**src/rtl/eth_rx_dispatch_pkg.sv**
```systemverilog
// Shared constants, header field offsets and FSM state type for the Ethernet RX dispatcher.
// Frames carry 6 pad bytes, so the Ethernet, IPv4 and UDP headers fill exactly words 0..5.
package eth_rx_dispatch_pkg;

    localparam int unsigned HDR_WORDS = 6;

    localparam logic [15:0] ETHERTYPE_IPV4 = 16'h0800;
    localparam logic [7:0]  IP_PROTO_UDP   = 8'h11;
    localparam logic [7:0]  IP_VIHL        = 8'h45;
    localparam logic [47:0] BCAST_MAC      = 48'hFFFF_FFFF_FFFF;

    // Word index and LSB of each field inside the header buffer.
    localparam int unsigned MAC_HI_WORD   = 0;
    localparam int unsigned MAC_HI_LSB    = 0;
    localparam int unsigned MAC_LO_WORD   = 1;
    localparam int unsigned MAC_LO_LSB    = 32;
    localparam int unsigned ETYPE_WORD    = 2;
    localparam int unsigned ETYPE_LSB     = 32;
    localparam int unsigned VIHL_WORD     = 2;
    localparam int unsigned VIHL_LSB      = 24;
    localparam int unsigned PROTO_WORD    = 3;
    localparam int unsigned PROTO_LSB     = 16;
    localparam int unsigned DIP_WORD      = 4;
    localparam int unsigned DIP_LSB       = 0;
    localparam int unsigned UDP_DPORT_WORD = 5;
    localparam int unsigned UDP_DPORT_LSB = 32;

    typedef enum logic [2:0] {
        StHdr,
        StDecide,
        StReplayCpu,
        StStreamCpu,
        StStreamChdr,
        StDrop
    } state_e;

    // 16-bit one's-complement addition with end-around carry.
    function automatic logic [15:0] ones_add16(input logic [15:0] a, input logic [15:0] b);
        logic [16:0] s;
        s = {1'b0, a} + {1'b0, b};
        return s[15:0] + {15'b0, s[16]};
    endfunction

endpackage

```
**src/rtl/eth_hdr_ipcsum.sv**
```systemverilog
// Streaming IPv4 header checksum: folds w2[31:0], w3 and w4 into a 16-bit one's-complement
// sum as the header words are accepted, so the result is ready in the decision cycle.
module eth_hdr_ipcsum
    import eth_rx_dispatch_pkg::*;
(
    input  logic        clk_i,
    input  logic        rst_ni,
    input  logic        beat_i,
    input  logic [2:0]  idx_i,
    input  logic [63:0] data_i,
    output logic [15:0] sum_o
);

    logic [15:0] sum_q, sum_d;
    logic [15:0] quad_sum;

    always_comb begin
        quad_sum = ones_add16(ones_add16(sum_q, data_i[63:48]), data_i[47:32]);
        quad_sum = ones_add16(ones_add16(quad_sum, data_i[31:16]), data_i[15:0]);
    end

    always_comb begin
        sum_d = sum_q;
        if (beat_i) begin
            case (idx_i)
                3'd0:       sum_d = '0;
                3'd2:       sum_d = ones_add16(ones_add16(sum_q, data_i[31:16]), data_i[15:0]);
                3'd3, 3'd4: sum_d = quad_sum;
                default:    sum_d = sum_q;
            endcase
        end
    end

    always_ff @(posedge clk_i or negedge rst_ni) begin
        if (!rst_ni) begin
            sum_q <= '0;
        end else begin
            sum_q <= sum_d;
        end
    end

    assign sum_o = sum_q;

endmodule

```
**src/rtl/eth_rx_dispatch.sv**
```systemverilog
// Ethernet RX dispatcher: strips CHDR/UDP headers to the crossbar, replays other local or
// broadcast frames to the CPU, drops the rest. Optional IP checksum: ETH_RX_DISPATCH_IPCSUM_EN.
module eth_rx_dispatch
    import eth_rx_dispatch_pkg::*;
#(
    parameter int unsigned DROP_CNT_W = 32
) (
    input  logic                  bus_clk,
    input  logic                  bus_rst_n,
    input  logic [47:0]           my_mac,
    input  logic [31:0]           my_ip,
    input  logic [15:0]           my_udp_port,
    input  logic [63:0]           s_axis_tdata,
    input  logic [3:0]            s_axis_tuser,
    input  logic                  s_axis_tlast,
    input  logic                  s_axis_tvalid,
    output logic                  s_axis_tready,
    output logic [63:0]           chdr_tdata,
    output logic [3:0]            chdr_tuser,
    output logic                  chdr_tlast,
    output logic                  chdr_tvalid,
    input  logic                  chdr_tready,
    output logic [63:0]           cpu_tdata,
    output logic [3:0]            cpu_tuser,
    output logic                  cpu_tlast,
    output logic                  cpu_tvalid,
    input  logic                  cpu_tready,
    output logic [DROP_CNT_W-1:0] drop_count
);

    state_e                  state_q, state_d;
    logic [2:0]              hdr_cnt_q, hdr_cnt_d;
    logic [2:0]              rep_cnt_q, rep_cnt_d;
    logic [2:0]              len_q, len_d;
    logic                    short_q, short_d;
    logic                    ended_q, ended_d;
    logic [3:0]              last_user_q, last_user_d;
    logic [DROP_CNT_W-1:0]   drop_q, drop_d;
    logic [63:0]             hdr_q [HDR_WORDS];

    logic                    hdr_wr;
    logic [47:0]             dst_mac;
    logic                    mac_hit, bcast, csum_ok, is_chdr;
    logic                    rep_last;

    assign hdr_wr = (state_q == StHdr) && s_axis_tvalid && bus_rst_n;

    // Header buffer is pure data; only the control path needs a reset.
    always_ff @(posedge bus_clk) begin
        if (hdr_wr) begin
            hdr_q[hdr_cnt_q] <= s_axis_tdata;
        end
    end

`ifdef ETH_RX_DISPATCH_IPCSUM_EN
    logic [15:0] ip_sum;

    eth_hdr_ipcsum u_ipcsum (
        .clk_i  (bus_clk),
        .rst_ni (bus_rst_n),
        .beat_i (hdr_wr),
        .idx_i  (hdr_cnt_q),
        .data_i (s_axis_tdata),
        .sum_o  (ip_sum)
    );

    assign csum_ok = (ip_sum == 16'hFFFF);
`else
    assign csum_ok = 1'b1;
`endif

    assign dst_mac = {hdr_q[MAC_HI_WORD][MAC_HI_LSB +: 16], hdr_q[MAC_LO_WORD][MAC_LO_LSB +: 32]};
    assign mac_hit = (dst_mac == my_mac);
    assign bcast   = (dst_mac == BCAST_MAC);
    assign is_chdr = !short_q && mac_hit && csum_ok
                   && (hdr_q[ETYPE_WORD][ETYPE_LSB +: 16]         == ETHERTYPE_IPV4)
                   && (hdr_q[VIHL_WORD][VIHL_LSB +: 8]            == IP_VIHL)
                   && (hdr_q[PROTO_WORD][PROTO_LSB +: 8]          == IP_PROTO_UDP)
                   && (hdr_q[DIP_WORD][DIP_LSB +: 32]             == my_ip)
                   && (hdr_q[UDP_DPORT_WORD][UDP_DPORT_LSB +: 16] == my_udp_port);

    assign rep_last = (rep_cnt_q == len_q - 3'd1);

    always_ff @(posedge bus_clk or negedge bus_rst_n) begin
        if (!bus_rst_n) begin
            state_q     <= StHdr;
            hdr_cnt_q   <= '0;
            rep_cnt_q   <= '0;
            len_q       <= '0;
            short_q     <= 1'b0;
            ended_q     <= 1'b0;
            last_user_q <= '0;
            drop_q      <= '0;
        end else begin
            state_q     <= state_d;
            hdr_cnt_q   <= hdr_cnt_d;
            rep_cnt_q   <= rep_cnt_d;
            len_q       <= len_d;
            short_q     <= short_d;
            ended_q     <= ended_d;
            last_user_q <= last_user_d;
            drop_q      <= drop_d;
        end
    end

    always_comb begin
        state_d     = state_q;
        hdr_cnt_d   = hdr_cnt_q;
        rep_cnt_d   = rep_cnt_q;
        len_d       = len_q;
        short_d     = short_q;
        ended_d     = ended_q;
        last_user_d = last_user_q;
        drop_d      = drop_q;

        case (state_q)
            StHdr: begin
                if (s_axis_tvalid) begin
                    if (s_axis_tlast) begin
                        state_d     = StDecide;
                        ended_d     = 1'b1;
                        short_d     = (hdr_cnt_q != 3'(HDR_WORDS - 1));
                        len_d       = hdr_cnt_q + 3'd1;
                        last_user_d = s_axis_tuser;
                        hdr_cnt_d   = '0;
                    end else if (hdr_cnt_q == 3'(HDR_WORDS - 1)) begin
                        state_d   = StDecide;
                        ended_d   = 1'b0;
                        short_d   = 1'b0;
                        len_d     = 3'(HDR_WORDS);
                        hdr_cnt_d = '0;
                    end else begin
                        hdr_cnt_d = hdr_cnt_q + 3'd1;
                    end
                end
            end
            StDecide: begin
                rep_cnt_d = '0;
                if (is_chdr) begin
                    // A CHDR header with nothing behind it has no payload to forward.
                    if (ended_q) begin
                        drop_d  = drop_q + 1'b1;
                        state_d = StHdr;
                    end else begin
                        state_d = StStreamChdr;
                    end
                end else if (mac_hit || bcast) begin
                    state_d = StReplayCpu;
                end else begin
                    drop_d  = drop_q + 1'b1;
                    state_d = ended_q ? StHdr : StDrop;
                end
            end
            StReplayCpu: begin
                if (cpu_tready) begin
                    if (rep_last) begin
                        state_d = ended_q ? StHdr : StStreamCpu;
                    end else begin
                        rep_cnt_d = rep_cnt_q + 3'd1;
                    end
                end
            end
            StStreamCpu: begin
                if (s_axis_tvalid && cpu_tready && s_axis_tlast) begin
                    state_d = StHdr;
                end
            end
            StStreamChdr: begin
                if (s_axis_tvalid && chdr_tready && s_axis_tlast) begin
                    state_d = StHdr;
                end
            end
            StDrop: begin
                if (s_axis_tvalid && s_axis_tlast) begin
                    state_d = StHdr;
                end
            end
            default: state_d = StHdr;
        endcase
    end

    always_comb begin
        s_axis_tready = 1'b0;
        chdr_tdata    = '0;
        chdr_tuser    = '0;
        chdr_tlast    = 1'b0;
        chdr_tvalid   = 1'b0;
        cpu_tdata     = '0;
        cpu_tuser     = '0;
        cpu_tlast     = 1'b0;
        cpu_tvalid    = 1'b0;

        case (state_q)
            StHdr, StDrop: s_axis_tready = 1'b1;
            StReplayCpu: begin
                cpu_tvalid = 1'b1;
                cpu_tdata  = hdr_q[rep_cnt_q];
                // Only a frame that ended inside the header closes during replay.
                if (ended_q && rep_last) begin
                    cpu_tlast = 1'b1;
                    cpu_tuser = last_user_q;
                end
            end
            StStreamCpu: begin
                cpu_tvalid    = s_axis_tvalid;
                cpu_tdata     = s_axis_tdata;
                cpu_tuser     = s_axis_tuser;
                cpu_tlast     = s_axis_tlast;
                s_axis_tready = cpu_tready;
            end
            StStreamChdr: begin
                chdr_tvalid   = s_axis_tvalid;
                chdr_tdata    = s_axis_tdata;
                chdr_tuser    = s_axis_tuser;
                chdr_tlast    = s_axis_tlast;
                s_axis_tready = chdr_tready;
            end
            default: ;
        endcase

        if (!bus_rst_n) begin
            s_axis_tready = 1'b0;
        end
    end

    assign drop_count = drop_q;

endmodule

```
**config.mk**
```make
export PLATFORM = sky130hd
export DESIGN_NAME = eth_rx_dispatch
export DESIGN_NICKNAME = d
export VERILOG_FILES = /design/src/rtl/eth_rx_dispatch_pkg.sv /design/src/rtl/eth_hdr_ipcsum.sv /design/src/rtl/eth_rx_dispatch.sv
export SDC_FILE = /design/constraint.sdc
export NUM_CORES = 1
export LEC_CHECK = 0
export BUFFER_PORTS_ARGS = -buffer_cell sky130_fd_sc_hd__buf_2
export CORE_UTILIZATION = 55
export DETAILED_ROUTE_END_ITERATION = 7
export PLACE_DENSITY = 0.86
export SYNTH_ARGS = -nofsm -noshare
export SYNTH_HDL_FRONTEND = slang
export SYNTH_SLANG_ARGS = --single-unit
```
**constraint.sdc**
```tcl
create_clock -name bus_clk -period 11.7 [get_ports bus_clk]
set_input_delay 1.755 -clock bus_clk [delete_from_list [all_inputs] [get_ports bus_clk]]
set_output_delay 1.755 -clock bus_clk [all_outputs]
set_load 0.005 [all_outputs]
```
Word-level counts from Yosys, hierarchy flattened
Memories as Yosys holds them, arrays and structs flattened. Cells that the tools add are included. W data, S select, Z words.

Output and inout port bits: 173. Input bits: 170. Word-level logic and storage cells: 105. Bits in registers: 50. Memory bits (writable): 384. Memories kept: 1.

Memory list: hdr_q (words 6, width 64, rd ports 7, clocked after memory_dff 0, wr ports 1, RTL line eth_rx_dispatch.sv:39) `logic [63:0] hdr_q [HDR_WORDS];`.

Eq/ne operators: 25. $add $sub $neg: 4. Mux-type cells: 41. Reductions and logical operators: 26.

Operators by type and width (count): $pmux W64 S2 (1); $mux W32 (3); $mux W64 (1); $mux W3 (18); $eq A48 B48 Y1 (1); $eq A48 B48 Y1 const B (1); $add A32 B1 Y32 const B (1); $eq A32 B32 Y1 (1); $ne A2 B2 Y1 const B (9); $pmux W3 S6 (1); $eq A16 B12 Y1 const B (1); $eq A16 B16 Y1 (1); $logic_and A1 B1 Y1 (14); $reduce_and A3 Y1 (4); $eq A3 B3 Y1 const B (3); $mux W1 (9); $eq A8 B5 Y1 const B (1); $eq A8 B7 Y1 const B (1); $mux W4 (2); $pmux W4 S2 (1); $reduce_and A7 Y1 (1); $add A3 B1 Y3 const B (2); $eq A3 B2 Y1 const B (2); $pmux W3 S2 (1); 14 further kinds (16).

Logic depth before layout (Yosys ltp)
Gate-level depths: netlist of run 1. An unclocked memory read counts as a cell.

Depth after elaboration: 10. Mapped depth: 9. Depth with buffers taken out: 9.

Worst setup path before layout of run 1
OpenSTA, ideal clock, no wires.

Path type: input -> register. Start: in s_axis_tvalid. End: mem hdr_q[1][0], enable pin. Buffers on the path: 1. Arrival: 6.639 ns. Path slack: 4.496 ns. Cell stages on the path: 4. Data required time: 11.135 ns. Setup time: 0.565 ns. Cell sequence: and3_1 -> clkbuf_1 -> nand3_1 -> nor3_1.

Longest elaborated chain between the ends: 4.

Ends and longest elaborated chain: start: declaration (RTL line eth_rx_dispatch.sv:16) `input logic s_axis_tvalid,`; $logic_and A1 B1 Y1 (2 in a row) (RTL line eth_rx_dispatch.sv:46) `assign hdr_wr = (state_q == StHdr) && s_axis_tvalid && bus_rst_n;`; $mux W1 (RTL line eth_rx_dispatch.sv:50) `if (hdr_wr) begin`; $mux W1 (not written as such) (RTL line eth_rx_dispatch.sv:51) `hdr_q[hdr_cnt_q] <= s_axis_tdata;`; end: declaration (RTL line eth_rx_dispatch.sv:39).

Every way passes these cells.

Final worst setup path of run 1
Start: reg rep_cnt_q[0]. End: out cpu_tdata[21].

Longest elaborated chain between the ends: 2.

Ends and longest elaborated chain: start: declaration (RTL line eth_rx_dispatch.sv:33) `logic [2:0] rep_cnt_q, rep_cnt_d;`; start signal: assignment (RTL line eth_rx_dispatch.sv:97) `rep_cnt_q <= rep_cnt_d;`; $mem_v2 Z6 W64; $pmux W64 S2 (RTL line eth_rx_dispatch.sv:193) `case (state_q)`; end: declaration (RTL line eth_rx_dispatch.sv:23) `output logic [63:0] cpu_tdata,`.

Every way passes these cells.

==> results of run 1 <==
## flip-flops by register name, summed over array words and instances, names as in the netlist
signal,cells
state_q,3
rep_cnt_q,3
len_q,3
drop_count,32
hdr_q,512
short_q,1
last_user_q,4
ended_q,1
hdr_cnt_q,3
## cells in the mapped netlist (7+ instances only)
cell and number:
sky130_fd_sc_hd__edfxtp_1 512, sky130_fd_sc_hd__mux2i_1 65, sky130_fd_sc_hd__nor4_1 17, sky130_fd_sc_hd__buf_2 7
sky130_fd_sc_hd__xor2_1 43, sky130_fd_sc_hd__nor3_1 12, sky130_fd_sc_hd__nand2_1 93, sky130_fd_sc_hd__clkbuf_1 38
sky130_fd_sc_hd__mux4_2 128, sky130_fd_sc_hd__nor3_2 7, sky130_fd_sc_hd__and2_1 71, sky130_fd_sc_hd__nand3_1 16
sky130_fd_sc_hd__dfrtp_1 50, sky130_fd_sc_hd__nand4_1 38, sky130_fd_sc_hd__xnor2_1 80, sky130_fd_sc_hd__a22o_1 7
sky130_fd_sc_hd__buf_1 20, sky130_fd_sc_hd__o21ai_0 69, sky130_fd_sc_hd__a21oi_1 7, sky130_fd_sc_hd__nand2b_1 9
sky130_fd_sc_hd__nor2_1 30, sky130_fd_sc_hd__inv_1 24
## cell type report
cell class,count,area [µm²]
Timing Repair Buffer,359,1840
Clock inverter,28,240
Antenna cell,2,5.00
Fill cell,2887,14900
Clock buffer,68,1420
Sequential cell,562,16600
Multi-Input combinational cell,750,7170
Inverter,24,90.1
Tap cell,585,732
## power by group
part / leakage [nW] / internal [mW] / switching (mW) / total (mW)
combinational: 3.74 / 0.220 / 0.326 / 0.545
clock: 0.821 / 0.929 / 0.751 / 1.68
sequential: 5.25 / 2.32 / 0.0899 / 2.41
total: 9.81 / 3.47 / 1.17 / 4.64
## layer usage
metal | vias to the layer above | wire length, µm
met5 | - | 66
li1 | 6183 | -
met3 | 138 | 6370
met4 | 8 | 2080
met1 | 7434 | 24600
met2 | 908 | 32700
## cell usage in the layout (no fill, tap or decap), drive strengths merged, types with 19 or more instances in the layout
master / instances
xnor2: 80
nor3: 19
clkinv: 22
nor2: 30
o21ai: 71
dfrtp: 50
nand4: 38
mux4: 128
and2: 71
xor2: 43
inv: 27
nor4: 22
nand2: 93
clkbuf: 68
edfxtp: 512
buf: 359
mux2i: 65
## worst max path at each step
stage | slack, ns | cells after the start | startpoint | endpoint
floorplan | 4.50 | 4 | s_axis_tvalid | hdr_q[1][0]
global placement | 6.90 | 5 | rep_cnt_q[0] | cpu_tdata[20]
detailed placement | 6.85 | 5 | bus_rst_n | hdr_q[1][11]
CTS | 6.27 | 5 | rep_cnt_q[0] | cpu_tdata[24]
global route | 6.14 | 5 | rep_cnt_q[0] | cpu_tdata[46]
finish | 6.36 | 5 | rep_cnt_q[0] | cpu_tdata[21]
## cells by family after synthesis
| kind of cell | count (synthesis) | synth area share (%) |
|---|---|---|
| and+or+nand+nor | 320 | 7.26 |
| xor gates and xnor gates | 123 | 4.48 |
| AOI/OAI and AO/OA | 104 | 2.55 |
| buffers and inverters | 90 | 1.47 |
| muxes | 198 | 14.9 |
| adders and majority gates | 5 | 0.260 |
| DFF | 562 | 69.1 |
==> metrics, run 1 <==
outcome finished clean; startpoint-to-endpoint class of the critical path reg -> out; signed area change from the synthesized netlist to the final layout 16.9%; cell class contributing the biggest share of worst-path delay buffers and inverters; initial drt markers 2,071; WP data arrival 3.58 ns; number of nets at the end of the flow 1,926; r2r startpoint state_q[0]; Inserted Clock Buffers 54; Post-Layout Cell Count 2,378; share of the synthesized area in the top cell type 63.9%; max-slew violation count 0; drt pass-1 iters 5; power density over the cells 165 nW/µm²; Startpoint Class flip-flop; ratio of cells with drive above 1 in the final layout 33.3%; clock latency on the worst-skew pair 0.62 ns; vias in the first global route 14,300; TNS Setup 0 ns; total of flip-flops plus latches after synthesis 562; met2 Use GR 48.8%; post-synthesis net count 1,577; worst endpoint required time 9.95 ns; clock period minus worst slack 5.34 ns; largest fanout on the critical path 52; total gr overflow 0; GR Util met3 5.47%; end of the worst hold path drop_count[31]; delay contributed by the slowest stage of the critical path 0.89 ns; final hold slack 0.464 ns; capturing element type of the critical path output port; clock slew seen by the registers of the worst setup and hold paths 0.06 ns; sum of internal, switching and leakage power 4.64 mW; type of the most critical hold path reg -> reg; IO Port Bufs 342; Die Area 44,600 µm²; Final setup viols 0; instance count along the most critical hold path 1; Initial Utilization 55.9%; Post-synth EDFFs 512; worst voltage drop across the vdd grid 0.135 mV; CTS tree built; met1 routing resource usage after global routing 41.0%; DRT Wirelength 65,800 µm; leading cell types by total area after synthesis sky130_fd_sc_hd__edfxtp_1 64%, sky130_fd_sc_hd__mux4_2 12%, sky130_fd_sc_hd__dfrtp_1 5.2%; Synth Cell Area 24,100 µm²; Max Clock Skew 0.0302 ns; cells after synthesis 1,402; worst flop-to-flop path endpoint hdr_q[1][10]; # rows 76; worst slack at placement 6.85 ns; antenna viol nets, final 0; final non-filler cell area 28,100 µm²; H-tree level count 2; worst-case reg-to-reg path depth 5; number of buffers inserted to repair setup after CTS 0; maximum number of pins on one net before global-route repair 70; detailed-route wire length per cell 27.7 µm; Post-DP Area 26,500 µm²; die span in y 211 µm; R2R Setup Slk 8.15 ns; crit path cell chain buf_4, mux4_2, mux2i_1, o21ai_0, buf_2; average size of a mapped cell 17.2 µm²; number of different library cells in the post-synthesis netlist 50; worst-margin pin slew 1.16 ns; max cap viols 0; maximum frequency from static timing analysis 187 MHz; leakage power 9.81 nW; Hold Crit Start drop_count[31]; Most Used Layer, Global Route met2; final clock period utilization by the worst path 45.6%; total count of hold-check failures in the final report 0; Root Driver sky130_fd_sc_hd__clkbuf_16; critical path buffer and inverter count 2; share of synthesized flip-flops with an asynchronous set or reset 8.90%; YS warnings 0; cell with the largest stage delay on the worst path sky130_fd_sc_hd__buf_4; number of design rule violations left after detail routing 0; Post-Route Utilization 65.3%; hold_buf cts 0; post-detailed-route via-to-cell ratio 6.17; PostCTS Resize Cnt 0; Placed Cells incl. Taps 2,280; sequential area share after synthesis 69.1%; combined global-route utilization of all metal layers 29.9%; via count 14,700; number of buffers between clock root and the deepest sink 3; count of boundary I/O pins 343; wire length of the first global-routing pass 95,200 µm; unrepaired setup endpoints after global routing false; initial antenna violation count 5; most used flip-flop cell after synthesis sky130_fd_sc_hd__edfxtp_1; Yosys top cell by area sky130_fd_sc_hd__edfxtp_1; Die Wd 211 µm; Core Area 43,100 µm²; worst slew margin relative to its limit 22.7%; post-detailed-placement half-perimeter wirelength 41,200 µm; Clock Sinks 562; setup slack of the critical path after layout 6.36 ns; GP Congestion 0.835
Power figures use the tool's default switching activity.
==> run 2, diff against run 1 <==
Clock period 11.7 ns to 5.5 ns, I/O delays scaled along.
==> run 2 against run 1 <==
Total power grew 120%; sequential share of layout area shrank 0.58 points; hold slack lost 0.030 ns; combinational power grew 110%; clock skew shrank 0.0095 ns; critical path type unchanged; critical endpoint is now cpu_tdata[8]; largest cell class unchanged; largest power group unchanged.
==> metrics, run 2 (synthesized netlist as in run 1, its figures left out) <==
Root Driver sky130_fd_sc_hd__clkbuf_16 (unchanged); largest fanout on the critical path 68 (was 52); type of the most critical hold path in -> async (was reg -> reg); most frequent cells in the layout 512 x sky130_fd_sc_hd__edfxtp_1, 342 x sky130_fd_sc_hd__buf_2, 128 x sky130_fd_sc_hd__mux4_2 (unchanged); startpoint-to-endpoint class of the critical path reg -> out (unchanged); drt pass-1 iters 7 (was 5); clock period minus worst slack 4.15 ns; critical path buffer and inverter count 2 (unchanged); post-detailed-route via-to-cell ratio 6.23 (was 6.17); WP data arrival 3.33 ns (was 3.58 ns); worst voltage drop across the vdd grid 0.314 mV (was 0.135 mV); Initial Utilization 55.9% (unchanged); initial antenna violation count 3 (was 5); maximum number of pins on one net before global-route repair 69 (was 70); # rows 76 (unchanged); H-tree level count 2 (unchanged); cell class contributing the biggest share of worst-path delay flip-flops (was buffers and inverters); clock slew seen by the registers of the worst setup and hold paths 0.06 ns (about the same); final clock period utilization by the worst path 75.5%; unrepaired setup endpoints after global routing false (unchanged); Post-DP Area 26,600 µm² (was 26,500 µm²); number of nets at the end of the flow 1,932 (was 1,926); total count of hold-check failures in the final report 0 (unchanged); vias in the first global route 14,600 (was 14,300); Inserted Clock Buffers 54 (unchanged); signed area change from the synthesized netlist to the final layout 18.0% (was 16.9%); Max Clock Skew 0.0207 ns (was 0.0302 ns); antenna viol nets, final 0 (unchanged); CTS tree built (unchanged); number of buffers inserted to repair setup after CTS 0 (unchanged); via count 14,900 (was 14,700); clock latency on the worst-skew pair 0.62 ns (about the same); combined global-route utilization of all metal layers 29.4% (was 29.9%); detailed-route wire length per cell 27.2 µm (was 27.7 µm); power density over the cells 355 nW/µm² (was 165 nW/µm²); worst endpoint required time 4.68 ns (was 9.95 ns); Startpoint Class flip-flop (unchanged); worst slack at placement 1.65 ns (was 6.85 ns); ratio of cells with drive above 1 in the final layout 33.9% (was 33.3%); Post-Route Utilization 66.0% (was 65.3%); Die Area 44,600 µm² (unchanged); die span in y 211 µm (unchanged); cell with the largest stage delay on the worst path sky130_fd_sc_hd__dfrtp_4 (was sky130_fd_sc_hd__buf_4); outcome finished clean (unchanged); delay contributed by the slowest stage of the critical path 0.86 ns (was 0.89 ns); max-slew violation count 0 (unchanged); GP Congestion 0.893 (was 0.835); Worst Setup SP rep_cnt_q[0] (unchanged); maximum frequency from static timing analysis 241 MHz; worst-margin pin slew 1.13 ns (was 1.16 ns); PostCTS Resize Cnt 0 (unchanged); leakage power 9.88 nW (was 9.81 nW); most flop-heavy register hdr_q (unchanged); capturing element type of the critical path output port (unchanged); worst slew margin relative to its limit 25.0% (was 22.7%); Final setup viols 0 (unchanged); Clock Sinks 562 (unchanged); hold_buf cts 0 (unchanged); number of buffers between clock root and the deepest sink 3 (unchanged); number of design rule violations left after detail routing 0 (unchanged); setup slack of the critical path after layout 1.35 ns (was 6.36 ns); max cap viols 0 (unchanged); crit path cell chain buf_12, mux4_2, mux2i_1, o21ai_0, buf_2 (was buf_4, mux4_2, mux2i_1, o21ai_0, buf_2); IO Port Bufs 342 (unchanged); Die Wd 211 µm (unchanged); TNS Setup 0 ns (unchanged); Core Area 43,100 µm² (unchanged); DRT Wirelength 65,000 µm (was 65,800 µm); final hold slack 0.434 ns (was 0.464 ns); most common cell after layout, fill and taps aside sky130_fd_sc_hd__edfxtp_1 (unchanged); r2r startpoint hdr_q[2][25] (was state_q[0]); Largest register FFs 512 (unchanged); initial drt markers 1,564 (was 2,071); wire length of the first global-routing pass 93,900 µm (was 95,200 µm); total gr overflow 0 (unchanged); count of boundary I/O pins 343 (unchanged); post-detailed-placement half-perimeter wirelength 42,500 µm (was 41,200 µm); final non-filler cell area 28,400 µm² (was 28,100 µm²)
==> run 2: where the power goes <==
part	switching (mW)	leakage (nW)	total, mW	internal [mW]
clock	1.64	0.858	3.78	2.15
combinational	0.699	3.78	1.17	0.473
sequential	0.203	5.25	5.14	4.94
==> run 2: layer usage <==
metal  global-route usage (%)  wire (µm)
met1                     39.3      23800
met2                     46.9      31400
met3                     6.74       7030
met4                     12.1       2660
met5                        0          9
==> run 2: layout make-up <==
cell class	instances	area, µm²
tap	585	732
sequential	562	16600
antenna	1	2.50
clock buffer	60	1370
multi-input combinational	750	7180
timing repair buffer	365	1970
clock inverter	40	429
fill	2874	14700
inverter	24	90.1
==> run 2: final timing paths <==
path | endpoint | slack, ns | cells past startpoint
setup / recovery | cpu_tdata[8] | 1.35 | 5
hold / removal | last_user_q[2] | 0.43 | 2
setup reg to reg | drop_count[26] | 1.89 | 8
hold reg to reg | drop_count[31] | 0.48 | 1
max in group asynchronous | rep_cnt_q[2] | 4.57 | 2
min in group bus_clk | last_user_q[2] | 0.47 | 2
==> run 2: worst register-to-register path, cell delays in order, from the launching register on <==
cell                       delay, ns
sky130_fd_sc_hd__edfxtp_1       0.43
sky130_fd_sc_hd__nor4b_1        0.76
sky130_fd_sc_hd__nand4_1        0.28
sky130_fd_sc_hd__nor4_1         0.34
sky130_fd_sc_hd__nand4_1        0.44
sky130_fd_sc_hd__nor4_4         0.42
sky130_fd_sc_hd__o21ai_2        0.28
sky130_fd_sc_hd__nor4_1         0.40
sky130_fd_sc_hd__xor2_1         0.18
==> run 2: through the flow <==
step	total power, mW	cells
after floorplan	5.81	1402
after global placement	6.33	2286
after detailed placement	6.40	2286
after CTS	10.1	2386
after global routing	10.4	2386
final	10.1	2387
